`src/rtl/req_queue_pkg.sv`:
```
// Shared types and width helper for the request queue and the arbiter tree.
package req_queue_pkg;

  localparam int DATA_WIDTH = 132;

  typedef logic [DATA_WIDTH-1:0] req_word_t;

  function automatic int clog2(input int value);
    int r;
    r = 0;
    while ((1 << r) < value) r = r + 1;
    return r;
  endfunction

endpackage

```
`src/rtl/req_queue_if.sv`:
```
// Producer/arbiter-side bundle of the request queue; slave = queue, master = environment.
interface req_queue_if
  import req_queue_pkg::*;
#(
  parameter int data_width = DATA_WIDTH,
  parameter int depth      = 4
);

  localparam int CW = clog2(depth + 1);

  logic                  push_valid;
  logic                  push_ready;
  logic [data_width-1:0] push_data;
  logic                  req;
  logic [data_width-1:0] d_OUT;
  logic                  serv;
  logic [CW-1:0]         count;
  logic                  serv_err;
  logic                  starve;

  modport slave (
    input  push_valid, push_data, serv,
    output push_ready, req, d_OUT, count, serv_err, starve
  );

  modport master (
    output push_valid, push_data, serv,
    input  push_ready, req, d_OUT, count, serv_err, starve
  );

endinterface

```
`src/rtl/req_queue_starve_mon.sv`:
```
// Age counter for an unserviced request; starve is registered and rises when the
// saturating count reaches starve_limit, clearing the cycle after a grant or req drop.
module req_queue_starve_mon
  import req_queue_pkg::*;
#(
  parameter int starve_limit = 15
) (
  input  logic clk,
  input  logic rst,
  input  logic req,
  input  logic serv,
  output logic starve
);

  localparam int AW = clog2(starve_limit + 1);

  logic [AW-1:0] age_q, age_d;
  logic          starve_q;

  // Any grant while req is up is a pop, so serv alone is enough to clear.
  always_comb begin
    age_d = age_q;
    if (!req || serv) begin
      age_d = '0;
    end else if (age_q != AW'(starve_limit)) begin
      age_d = AW'(age_q + 1'b1);
    end
  end

  always_ff @(posedge clk) begin
    if (rst) begin
      age_q    <= '0;
      starve_q <= 1'b0;
    end else begin
      age_q    <= age_d;
      starve_q <= (age_d == AW'(starve_limit));
    end
  end

  assign starve = starve_q;

endmodule

```
`src/rtl/req_queue.sv`:
```
// Per-requester FIFO feeding one arbiter leaf; head retires only on grant, 1-cycle push-to-req.
// push_ready = !full with no path from serv; optional starve monitor under REQ_QUEUE_STARVE_MON_EN.
module req_queue
  import req_queue_pkg::*;
#(
  parameter int data_width   = DATA_WIDTH,
  parameter int depth        = 4,
  parameter int starve_limit = 15
) (
  input logic       clk,
  input logic       rst,
  req_queue_if.slave q
);

  localparam int PW = clog2(depth);
  localparam int CW = clog2(depth + 1);

  logic [data_width-1:0] mem_q [depth];
  logic [PW-1:0]         wr_ptr_q, wr_ptr_d;
  logic [PW-1:0]         rd_ptr_q, rd_ptr_d;
  logic [CW-1:0]         count_q, count_d;
  logic                  serv_err_q, serv_err_d;
  logic                  full, empty, push_fire, pop_fire;

  assign full      = (count_q == CW'(depth));
  assign empty     = (count_q == '0);
  assign push_fire = q.push_valid && !full;
  assign pop_fire  = q.serv && !empty;

  always_comb begin
    wr_ptr_d   = wr_ptr_q;
    rd_ptr_d   = rd_ptr_q;
    count_d    = count_q;
    serv_err_d = serv_err_q || (q.serv && empty);
    if (push_fire) wr_ptr_d = PW'(wr_ptr_q + 1'b1);
    if (pop_fire)  rd_ptr_d = PW'(rd_ptr_q + 1'b1);
    if (push_fire && !pop_fire) count_d = CW'(count_q + 1'b1);
    if (pop_fire && !push_fire) count_d = CW'(count_q - 1'b1);
  end

  always_ff @(posedge clk) begin
    if (rst) begin
      wr_ptr_q   <= '0;
      rd_ptr_q   <= '0;
      count_q    <= '0;
      serv_err_q <= 1'b0;
    end else begin
      wr_ptr_q   <= wr_ptr_d;
      rd_ptr_q   <= rd_ptr_d;
      count_q    <= count_d;
      serv_err_q <= serv_err_d;
    end
  end

  // Storage is not reset: an entry is only visible once count covers it.
  always_ff @(posedge clk) begin
    if (!rst && push_fire) mem_q[wr_ptr_q] <= q.push_data;
  end

  assign q.push_ready = !full;
  assign q.req        = !empty;
  assign q.d_OUT      = mem_q[rd_ptr_q];
  assign q.count      = count_q;
  assign q.serv_err   = serv_err_q;

`ifdef REQ_QUEUE_STARVE_MON_EN
  req_queue_starve_mon #(
    .starve_limit(starve_limit)
  ) u_starve_mon (
    .clk   (clk),
    .rst   (rst),
    .req   (!empty),
    .serv  (q.serv),
    .starve(q.starve)
  );
`else
  assign q.starve = 1'b0;
`endif

endmodule
```
`src/flat_wrapper.sv`:
```
// flat-port wrapper written by rule: the top's interface ports become plain ports
module req_queue_flat import req_queue_pkg::*;
#(
  parameter int data_width   = DATA_WIDTH,
  parameter int depth        = 4,
  parameter int starve_limit = 15
)
  (clk, rst, q_push_valid, q_push_data, q_serv, q_push_ready, q_req, q_d_OUT, q_count, q_serv_err, q_starve);
  req_queue_if #(.data_width(data_width), .depth(depth)) q_i ();
  input logic clk;
  input logic rst;
  input wire logic [$bits(q_i.push_valid)-1:0] q_push_valid;
  input wire logic [$bits(q_i.push_data)-1:0] q_push_data;
  input wire logic [$bits(q_i.serv)-1:0] q_serv;
  output wire logic [$bits(q_i.push_ready)-1:0] q_push_ready;
  output wire logic [$bits(q_i.req)-1:0] q_req;
  output wire logic [$bits(q_i.d_OUT)-1:0] q_d_OUT;
  output wire logic [$bits(q_i.count)-1:0] q_count;
  output wire logic [$bits(q_i.serv_err)-1:0] q_serv_err;
  output wire logic [$bits(q_i.starve)-1:0] q_starve;
  assign q_i.push_valid = q_push_valid;
  assign q_i.push_data = q_push_data;
  assign q_i.serv = q_serv;
  assign q_push_ready = q_i.push_ready;
  assign q_req = q_i.req;
  assign q_d_OUT = q_i.d_OUT;
  assign q_count = q_i.count;
  assign q_serv_err = q_i.serv_err;
  assign q_starve = q_i.starve;
  req_queue #(.data_width(data_width), .depth(depth), .starve_limit(starve_limit)) u_core (.clk(clk), .rst(rst), .q(q_i));
endmodule
```
`config.mk`:
```
export PLATFORM = sky130hd
export DESIGN_NAME = req_queue_flat
export DESIGN_NICKNAME = d
export VERILOG_FILES = /design/src/rtl/req_queue_pkg.sv /design/src/rtl/req_queue_if.sv /design/src/rtl/req_queue_starve_mon.sv /design/src/rtl/req_queue.sv /design/src/flat_wrapper.sv
export SDC_FILE = /design/constraint.sdc
export NUM_CORES = 1
export LEC_CHECK = 0
export CAP_MARGIN = 0
export CORE_UTILIZATION = 58
export DETAILED_ROUTE_END_ITERATION = 16
export PLACE_DENSITY = 0.86
export SKIP_LAST_GASP = 1
export SLEW_MARGIN = 5
export SYNTH_ARGS = -nofsm -noshare
export SYNTH_HDL_FRONTEND = slang
export SYNTH_SLANG_ARGS = --single-unit
```
`constraint.sdc`:
```
create_clock -name clk -period 22.4 [get_ports clk]
set_clock_uncertainty 0.15 [all_clocks]
set_input_delay 4.48 -clock clk [delete_from_list [all_inputs] [get_ports clk]]
set_output_delay 4.48 -clock clk [all_outputs]
set_load 0.05 [all_outputs]
```
Word level (Yosys, flattened, before mapping):

Memory sizes are Yosys's and may differ from the RTL's. A register that Yosys moved wholly into a read port is not among the register bits.
Cells that the tools add are included.

* memory bits (read-only): 0
* output and inout port bits: 139
* bits in writable memories: 528
* register bits after elaboration: 8
* input port bits: 136
* bits in latches: 0
* word-level logic and storage cells: 30
* memories kept: 1

Memory list
* u_core.mem_q: words 4, bits a word 132, read ports 1, clocked after Yosys merged registers in 1, write ports 1, line req_queue.sv:18 `logic [data_width-1:0] mem_q [depth];`

* reductions and logical operators: 14
* bitwise operators: 0
* add/sub/neg operators: 4
* divide/modulo/power cells: 0
* $lt $le $gt $ge: 0
* multipliers: 0
* eq/ne operators: 1
* shifts and indexed selects: 0
* mux-type cells: 6

Operator list (count)
* $logic_and A1 B1 Y1: 6
* $mux W3: 2
* $logic_not A1 Y1: 5
* $add A2 B1 Y2 const B: 2
* $mux W2: 2
* $add A3 B1 Y3 const B: 1
* $eq A3 B3 Y1 const B: 1
* $logic_not A3 Y1: 1
* $sub A3 B1 Y3 const B: 1
* $mux W1: 2
* $reduce_bool A2 Y1: 1
* $logic_or A1 B1 Y1: 1

Depth between registers and ports, before layout:

Gate-level depths: netlist of run 1.

* word-level depth: 7
* depth in mapped cells: 8
* depth with buffers taken out: 8

Worst setup path before layout of run 1:

Ideal clock, no wire load.

* kind: input port to flip-flop
* start point: in rst
* end point: mem u_core.mem_q[1][0] (netlist name), enable pin
* stages: 2
* path buffers: 1
* arrival: 14.275 ns
* library setup time: 0.812 ns
* required time: 21.438 ns
* setup slack: 7.162 ns
* path through: clkbuf_1 nor3b_1

* cells in the longest elaborated chain, start to end: 4

Ends and longest elaborated chain
* start: declaration: line flat_wrapper.sv:11 `input logic rst;`
* $logic_not A1 Y1: line req_queue.sv:57 `if (!rst && push_fire) mem_q[wr_ptr_q] <= q.push_data;`
* $logic_and A1 B1 Y1: line req_queue.sv:57
* $mux W1: line req_queue.sv:57
* $mux W1 (implied by the code): line req_queue.sv:57
* end: declaration: line req_queue.sv:18

No other way between the ends.

==> flow_summary_export.csv, run 1 <==
group,metric,value,unit
place,place_hpwl,23000,um
logic_synthesis,synth_cell_type_count,27,
sta,max_freq,108,MHz
logic_synthesis,yosys.area.top_type_share,81.1,%
sta,max_slew.worst_pin.slew,1.12,ns
die,core_area,0.0329,mm2
cts,cts_inserted_buffers,51,
place,place.gp.congestion,0.741,
logic_synthesis,yosysSeqAreaShare,82.1,%
sta,finalSetupViolCount,0,
final_layout,nets,1195,
cts,hold_buffers,0,
sta,timing.final.crit_share,41.2,%
global_route,grt_pass1_vias,9368,
global_route,grt_pass1_wl,57000,um
flow_run,cap_viol_max_count,0,
cts,cts_setup_buffers,0,
cts,cts_max_level,2,
route,wirelength,38900,um
min_path,worst_hold_path_type,"reg2reg",
outcome,outcome,"completed",
sta,relSlewSlack,25.0,%
place,dp_slack,13.53,ns
route,wl_per_cell,25.3,um
global_route,grt_max_degree,124,
cts,tritoncts,"yes",
logic_synthesis,synth_fp_nets,887,
sta,maxSlewViolCount,0,
sta,tns,0,ns
cts,postCtsResizedCells,0,
sta,worst_slack,13.17,ns
sta,rsz0062_at_grt,"false",
logic_synthesis,synth_area,0.0195,mm2
logic_synthesis,postSynth.asyncResetShare,0,%
sta,whs,0.343,ns
die,die_h,186,um
global_route,grt_usage,22.9,%
logic_synthesis,synth_area_per_cell,26.2,um2
route,drt-vias-per-instance,5.82,
place,dp.cells,1442,
logic_synthesis,synth_most_common_cell,"edfxtp_1",
cts,cts_sinks,538,
final_layout,final_layout_size_suffix_gt1_share,20.7,%
logic_synthesis,synth_ff_type,"edfxtp_1",
critical_path,crit_type,"reg2out",
critical_path,critPathLaunchType,"register",
sta,hold_violations,0,
logic_synthesis,ys_ff_latch,538,
pwr,leakage,7.66,nW
critical_path,end_kind,"output port",
sta,period_needed,9.23,ns
place,port_buffers,273,
critical_path,crit_path_max_fanout,50,
cts,cts_buffer_depth,3,
cts,cts-root-buf,"clkbuf_16",
route,antenna_left,0,
route,drt_pre_antenna_iters,5,
route,drc,0,
critical_path,crit_arrival,4.60,ns
cts,worstSkewPairLatency,0.54,ns
die,dieArea,0.0344,mm2
pwr,ir_worst_vdd,0.000109,V
logic_synthesis,synth_common_cells,"edfxtp_1 (528), mux4_2 (132), buf_2 (15)",
route,vias,8961,
die,start_util,59.5,%
route,drt-initial-drc-count,648,
pwr,power_density,119,mW/mm2
cts,clk_pin_slew_worst_paths,0.06,ns
critical_path,cp.required,17.77,ns
logic_synthesis,netlist_instances,745,
logic_synthesis,yosysWarnings,0,
global_route,grt_antenna_before_repair,3,
pwr,power,2.91,mW
logic_synthesis,yosys-top-cells-area,"edfxtp_1 (81%), mux4_2 (15%), dfxtp_1 (1.0%)",
final_layout,syn_to_final_growth,24.8,%
die,die_x,186,um
logic_synthesis,yosys.area.top_type,"edfxtp_1",
die,io_pins,275,
logic_synthesis,synth_edf_count,528,
die,num_rows,66,
final_layout,instances_no_fill,1541,
global_route,grt_overflow,0,
## area by class of cell
type / instances / area (um2)
well taps: 442 / 553
flip-flops and latches: 538 / 16100
multi-input cells: 170 / 3280
repair buffers: 287 / 2850
diodes: 4 / 10.0
clock buffers: 64 / 1370
clock inverters: 31 / 250
inverters: 5 / 18.8
fillers: 1798 / 8470
## per-stage QoR
step | area, um2 | utilization, %
6_report | 24400 | 74.2
5_1_grt | 24400 | 74.2
4_1_cts | 24400 | 74.2
3_5_place_dp | 22800 | 69.3
3_3_place_gp | 22800 | 69.3
2_1_floorplan | 19500 | -
## per-layer routing
| layer | part of all wire (%) | up-vias | track usage [%] | routed length (um) |
|---|---|---|---|---|
| li1 | - | 3837 | - | - |
| met5 | 0 | - | 0 | 0 |
| met4 | 2.1 | 0 | 6.72 | 815 |
| met3 | 7.5 | 63 | 5.09 | 2930 |
| met1 | 40 | 4701 | 31.6 | 15400 |
| met2 | 51 | 360 | 37.4 | 19800 |
## flip-flops by register name, indices dropped and copies added, names as in the netlist, named ones only
signal	count
u_core.mem_q	528
u_core.q.count	3
u_core.q.serv_err	1
u_core.rd_ptr_q	2
u_core.wr_ptr_q	2
## cell families (layout without fill, tap and decap cells)
logic type / after synthesis / after routing / synth area share (%)
fa+ha+maj: 6 / 6 / 0.422
flops: 538 / 538 / 82.1
compound gates: 6 / 6 / 0.166
buf+inv: 37 / 387 / 1.17
other cells: 1 / 5 / 0.0192
mux: 135 / 135 / 15.4
xor+xnor: 3 / 3 / 0.134
simple gates: 19 / 19 / 0.557
## final timing paths
kind | startpoint | end | cells past startpoint | slack (ns)
hold reg to reg | u_core.q.serv_err | u_core.q.serv_err | 2 | 0.34
setup / recovery | register | q_d_OUT[94] | 4 | 13.17
setup reg to reg | u_core.q.count[1] | u_core.mem_q[0][109] | 5 | 19.19
hold / removal | u_core.q.serv_err | u_core.q.serv_err | 2 | 0.34
## worst max-delay path, cell delays in order (launching register included)
cell and delay, ns:
dfxtp_4 0.88, buf_4 0.87, buf_4 0.81, mux4_2 0.66, clkdlybuf4s50_1 0.73
## power by group
group | switching [mW] | internal, mW | total, mW
Clock | 0.343 | 0.478 | 0.821
Sequential | 0.0415 | 1.17 | 1.21
Combinational | 0.537 | 0.341 | 0.878
Total | 0.922 | 1.98 | 2.91
## layout by cell type, fill, tap and decap left out, types with 2 or more instances in the layout
cell	Yosys	routed
xor2_1	2	2
clkdlybuf4s50_1	0	273
dfxtp_1	10	8
inv_1	5	5
dfxtp_4	0	2
nand2b_1	2	2
diode_2	0	4
inv_6	0	2
nor3b_2	0	4
o21ai_0	2	2
ha_1	5	5
edfxtp_1	528	528
nor2_1	7	7
buf_4	1	13
clkbuf_16	0	53
a21oi_1	3	3
clkbuf_1	7	11
bufinv_16	0	4
mux2i_1	2	2
clkinv_2	0	12
mux4_2	132	132
clkinv_1	0	12
(Power assumes the default switching activity.)
==> run 2: changes to the inputs <==
CORE_UTILIZATION = 54   (was 58)
PLACE_DENSITY = 0.81   (was 0.86)
clock period = 9.6 ns   (was 22.4 ns; I/O delays follow)
==> run 2 against run 1 <==
- worst setup slack worse by 9.4 ns
- clock power rose by 130%
- die area rose by 7.3%
- worst hold slack worse by 0.0035 ns
- critical endpoint is now q_d_OUT[127]
- largest cell class unchanged
- largest power group unchanged
==> flow_summary_export.csv, run 2 (synthesized netlist as in run 1, its figures left out) <==
group,metric,value,unit
min_path,worst_hold_path_type,"reg2reg",
die,die_x,192,um
sta,period_needed,5.80,ns
critical_path,slowest_delay,1.01,ns
final_layout,layout_common_cells,"edfxtp_1 (528), clkdlybuf4s50_1 (273), mux4_2 (132)",
cts,cts_setup_buffers,0,
critical_path,cp_top_family,"buffers and inverters",
critical_path,worst-path-buf-inv,2,
global_route,grt_antenna_before_repair,6,
die,io_pins,275,
final_layout,final_layout_size_suffix_gt1_share,20.9,%
critical_path,crit_path_max_fanout,73,
sta,maxSlewViolCount,0,
final_layout,layout_commonest_cell,"edfxtp_1",
cts,worstSkewPairLatency,0.58,ns
global_route,grt_pass1_vias,9279,
cts,cts-root-buf,"clkbuf_16",
cts,cts_inserted_buffers,51,
route,top_layer,"met5",
cts,cts_sinks,538,
critical_path,slowest_stage,"dfxtp_4",
die,dieArea,0.0370,mm2
die,die_h,192,um
critical_path,crit_type,"reg2out",
place,placed_cell_area,0.0228,mm2
route,drc,0,
global_route,grt_overflow,0,
sta,timing.final.crit_share,60.4,%
global_route,grt_usage,20.1,%
pwr,power,6.74,mW
final_layout,top_register,"u_core.mem_q",
sta,relSlewSlack,23.5,%
outcome,outcome,"completed",
route,wl_met3,2770,um
global_route,grt_max_degree,74,
place,place.gp.congestion,0.706,
final_layout,largest_reg_flops,528,
pwr,power_density,277,mW/mm2
die,core_area,0.0356,mm2
sta,rsz0062_at_grt,"false",
critical_path,critPathLaunchType,"register",
place,place_hpwl,21600,um
route,wl_per_cell,23.7,um
sta,finalSetupViolCount,0,
pwr,leakage,7.65,nW
final_layout,syn_to_final_growth,24.7,%
final_layout,fin_area,0.0244,mm2
cts,clk_pin_slew_worst_paths,0.06,ns
route,drt-vias-per-instance,5.66,
cts,cts_max_level,2,
sta,max_slew.worst_pin.slew,1.14,ns
route,drt_pre_antenna_iters,4,
critical_path,cp.required,7.53,ns
flow_run,cap_viol_max_count,0,
critical_path,critical_path.cell_chain,"buf_4 > mux4_2 > clkdlybuf4s50_1",
cts,cts_buffer_depth,3,
cts,postCtsResizedCells,0,
die,num_rows,69,
cts,tritoncts,"yes",
sta,hold_violations,0,
place,port_buffers,273,
route,met2WireLength,18400,um
die,start_util,55.0,%
critical_path,crit_arrival,3.73,ns
pwr,ir_worst_vdd,0.000322,V
final_layout,nets,1195,
sta,tns,0,ns
cts,hold_buffers,0,
route,drt-met1-wl,14800,um
route,vias,8807,
global_route,grt_pass1_wl,53900,um
route,antenna_left,0,
sta,max_freq,172,MHz
route,drt-initial-drc-count,464,
route,wirelength,36800,um
critical_path,end_kind,"output port",
==> run 2: final timing paths <==
path / start / to / slack (ns) / cells after the start
worst max-delay path: register / q_d_OUT[127] / 3.80 / 3
worst max register to register: u_core.q.count[0] / u_core.mem_q[0][40] / 6.21 / 5
worst min register to register: u_core.rd_ptr_q[1] / register / 0.34 / 2
worst min-delay path: u_core.rd_ptr_q[1] / register / 0.34 / 2
==> run 2: routing by layer <==
metal	vias to the layer above	GRT usage (%)
li1	3838	-
met1	4603	26.8
met2	302	32.5
met3	58	5.22
met4	6	6.97
met5	-	0
==> run 2: metrics by stage <==
step                      hold WS (ns)  util, %  worst slack [ns]  std cells
final                            0.340     68.5              3.80       1555
after global routing             0.379     68.5              3.61       1552
after CTS                        0.343     68.5              3.64       1551
after detailed placement         0.328     64.0              4.28       1461
after global placement           0.303     64.0              4.25       1461
after floorplan                  0.309        -             -3.08        745
==> run 2: area by class of cell <==
type | instances | area [um2]
flip-flops and latches | 538 | 16100
fillers | 2184 | 11200
multi-input cells | 170 | 3280
repair buffers | 287 | 2840
clock buffers | 65 | 1370
well taps | 461 | 577
clock inverters | 25 | 211
inverters | 5 | 18.8
diodes | 4 | 10.0
==> run 2: worst min-delay path: cells and delay by family (launching register included) <==
family	cells	cell delay (ns)
compound gates	2	0.14
flops	1	0.31
==> run 2: report_power, final <==
| group | leakage, nW | switching, mW | internal [mW] |
|---|---|---|---|
| sequential | 4.88 | 0.0911 | 2.72 |
| combinational | 1.98 | 1.24 | 0.796 |
| clock | 0.787 | 0.807 | 1.09 |
==> run 3: changes to the inputs <==
clock period = 6.07 ns   (was 9.6 ns; I/O delays follow)
==> run 3 against run 2 <==
- highest routed layer unchanged
- critical path type unchanged
- worst hold slack got worse by 0.0018 ns
- largest cell class unchanged
- non-clock buffer count down 4
- global-route usage about the same
- clock power is 58% higher
- combinational power increased by 61%
==> flow_summary_export.csv, run 3 (synthesized netlist as in run 1, its figures left out) <==
group,metric,value,unit
outcome,outcome,"completed",
sta,maxSlewViolCount,0,
critical_path,crit_path_max_fanout,58,
final_layout,syn_to_final_growth,25.0,%
route,drt-initial-drc-count,613,
critical_path,critical_path.cell_chain,"buf_12 > mux4_2 > clkdlybuf4s50_1",
final_layout,multi_input_area,0.00331,mm2
critical_path,slowest_delay,0.72,ns
critical_path,slowest_stage,"clkdlybuf4s50_1",
critical_path,r2r_slack,3.39,ns
final_layout,largest_reg_flops,528,
sta,timing.final.crit_share,73.1,%
cts,cts_inserted_buffers,52,
place,port_buffers,273,
die,num_rows,69,
global_route,grt_usage,20.1,%
critical_path,r2r_end,"u_core.mem_q[1][69]",
route,antenna_left,0,
critical_path,crit_type,"reg2out",
critical_path,end_kind,"output port",
global_route,grt_pass1_wl,54400,um
sta,hold_violations,0,
sta,whs,0.338,ns
global_route,grt_pass1_vias,9230,
die,die_h,192,um
cts,clk_pin_slew_worst_paths,0.06,ns
sta,relSlewSlack,29.6,%
final_layout,fillers,2173,
final_layout,top_register,"u_core.mem_q",
pwr,ir_worst_vdd,0.000361,V
min_path,worst_hold_path_type,"reg2reg",
die,die_x,192,um
cts,tritoncts,"yes",
flow_run,cap_viol_max_count,0,
route,drt_pre_antenna_iters,5,
route,vias,8791,
route,wl_per_cell,23.7,um
cts,hold_buffers,0,
die,core_area,0.0356,mm2
place,dp_slack,2.16,ns
final_layout,layout_commonest_cell,"edfxtp_1",
critical_path,cp-endpoint,"q_d_OUT[98]",
sta,finalSetupViolCount,0,
cts,cts-root-buf,"clkbuf_16",
die,dieArea,0.0370,mm2
cts,postCtsResizedCells,0,
route,drt-vias-per-instance,5.67,
die,start_util,55.0,%
route,drc,0,
critical_path,reg2reg_depth,5,
final_layout,fin_area,0.0244,mm2
place,placed_cell_area,0.0228,mm2
cts,worstSkewPairLatency,0.56,ns
critical_path,crit_arrival,3.08,ns
final_layout,layout_common_cells,"edfxtp_1 (528), clkdlybuf4s50_1 (273), mux4_2 (132)",
critical_path,r2r_start,"u_core.q.count[0]",
global_route,grt_overflow,0,
pwr,leakage,7.65,nW
sta,period_needed,4.44,ns
sta,max_slew.worst_pin.slew,1.06,ns
critical_path,cp.required,4.71,ns
route,wirelength,36700,um
cts,cts_max_level,2,
final_layout,nets,1192,
global_route,grt_max_degree,133,
sta,rsz0062_at_grt,"false",
critical_path,critPathLaunchType,"register",
place,place.gp.congestion,0.716,
place,place_hpwl,21000,um
pwr,power_density,437,mW/mm2
final_layout,final_layout_size_suffix_gt1_share,20.0,%
sta,max_freq,225,MHz
final_layout,final-seq-area,0.0161,mm2
sta,worst_slack,1.63,ns
cts,cts_buffer_depth,3,
final_layout,antenna_cells,0,
cts,cts_sinks,538,
die,io_pins,275,
pwr,power,10.7,mW
global_route,grt_antenna_before_repair,1,
cts,cts_setup_buffers,0,
sta,tns,0,ns
==> run 3: final cells by class <==
type | instances | share of cell area [%]
clock buffer | 68 | 5.75
multi-input combinational | 170 | 13.5
inverter | 5 | 0.0768
clock inverter | 26 | 0.732
timing repair buffer | 283 | 11.8
tap | 461 | 2.36
sequential | 538 | 65.7
==> run 3: worst min-delay path by stage <==
stage	from	cells after the start	slack (ns)	end
floorplan	u_core.rd_ptr_q[1]	2	0.31	register
global placement	u_core.rd_ptr_q[1]	2	0.31	register
detailed placement	u_core.q.serv_err	2	0.33	u_core.q.serv_err
CTS	u_core.q.serv_err	2	0.34	u_core.q.serv_err
global route	u_core.q.serv_err	2	0.38	u_core.q.serv_err
finish	u_core.q.serv_err	2	0.34	u_core.q.serv_err
==> run 3: worst max-delay path: cells and delay by family (launching register included) <==
kind | cells | cell delay (ns)
flops | 1 | 0.66
buf+inv | 2 | 1.18
mux | 1 | 0.61
==> run 3: metrics by stage <==
step           util (%)  cells
2_1_floorplan         -    745
3_3_place_gp       64.2   1457
3_5_place_dp       64.2   1457
4_1_cts            68.7   1551
5_1_grt            68.7   1551
6_report           68.7   1551
==> run 3: per-layer routing <==
| layer | part of all wire, % | vias up | GRT usage (%) |
|---|---|---|---|
| met2 | 49 | 319 | 31.4 |
| met1 | 40 | 4581 | 27.2 |
| met5 | 0.035 | - | 0 |
| met4 | 2.1 | 2 | 6.33 |
| met3 | 8.8 | 63 | 6.51 |
| li1 | - | 3826 | - |
==> run 3: report_power, final <==
| part | total, mW | leakage, nW | internal, mW | switching (mW) |
|---|---|---|---|---|
| registers | 4.41 | 4.88 | 4.30 | 0.110 |
| logic | 3.29 | 1.99 | 1.28 | 2.01 |
| clock network | 2.98 | 0.777 | 1.71 | 1.28 |
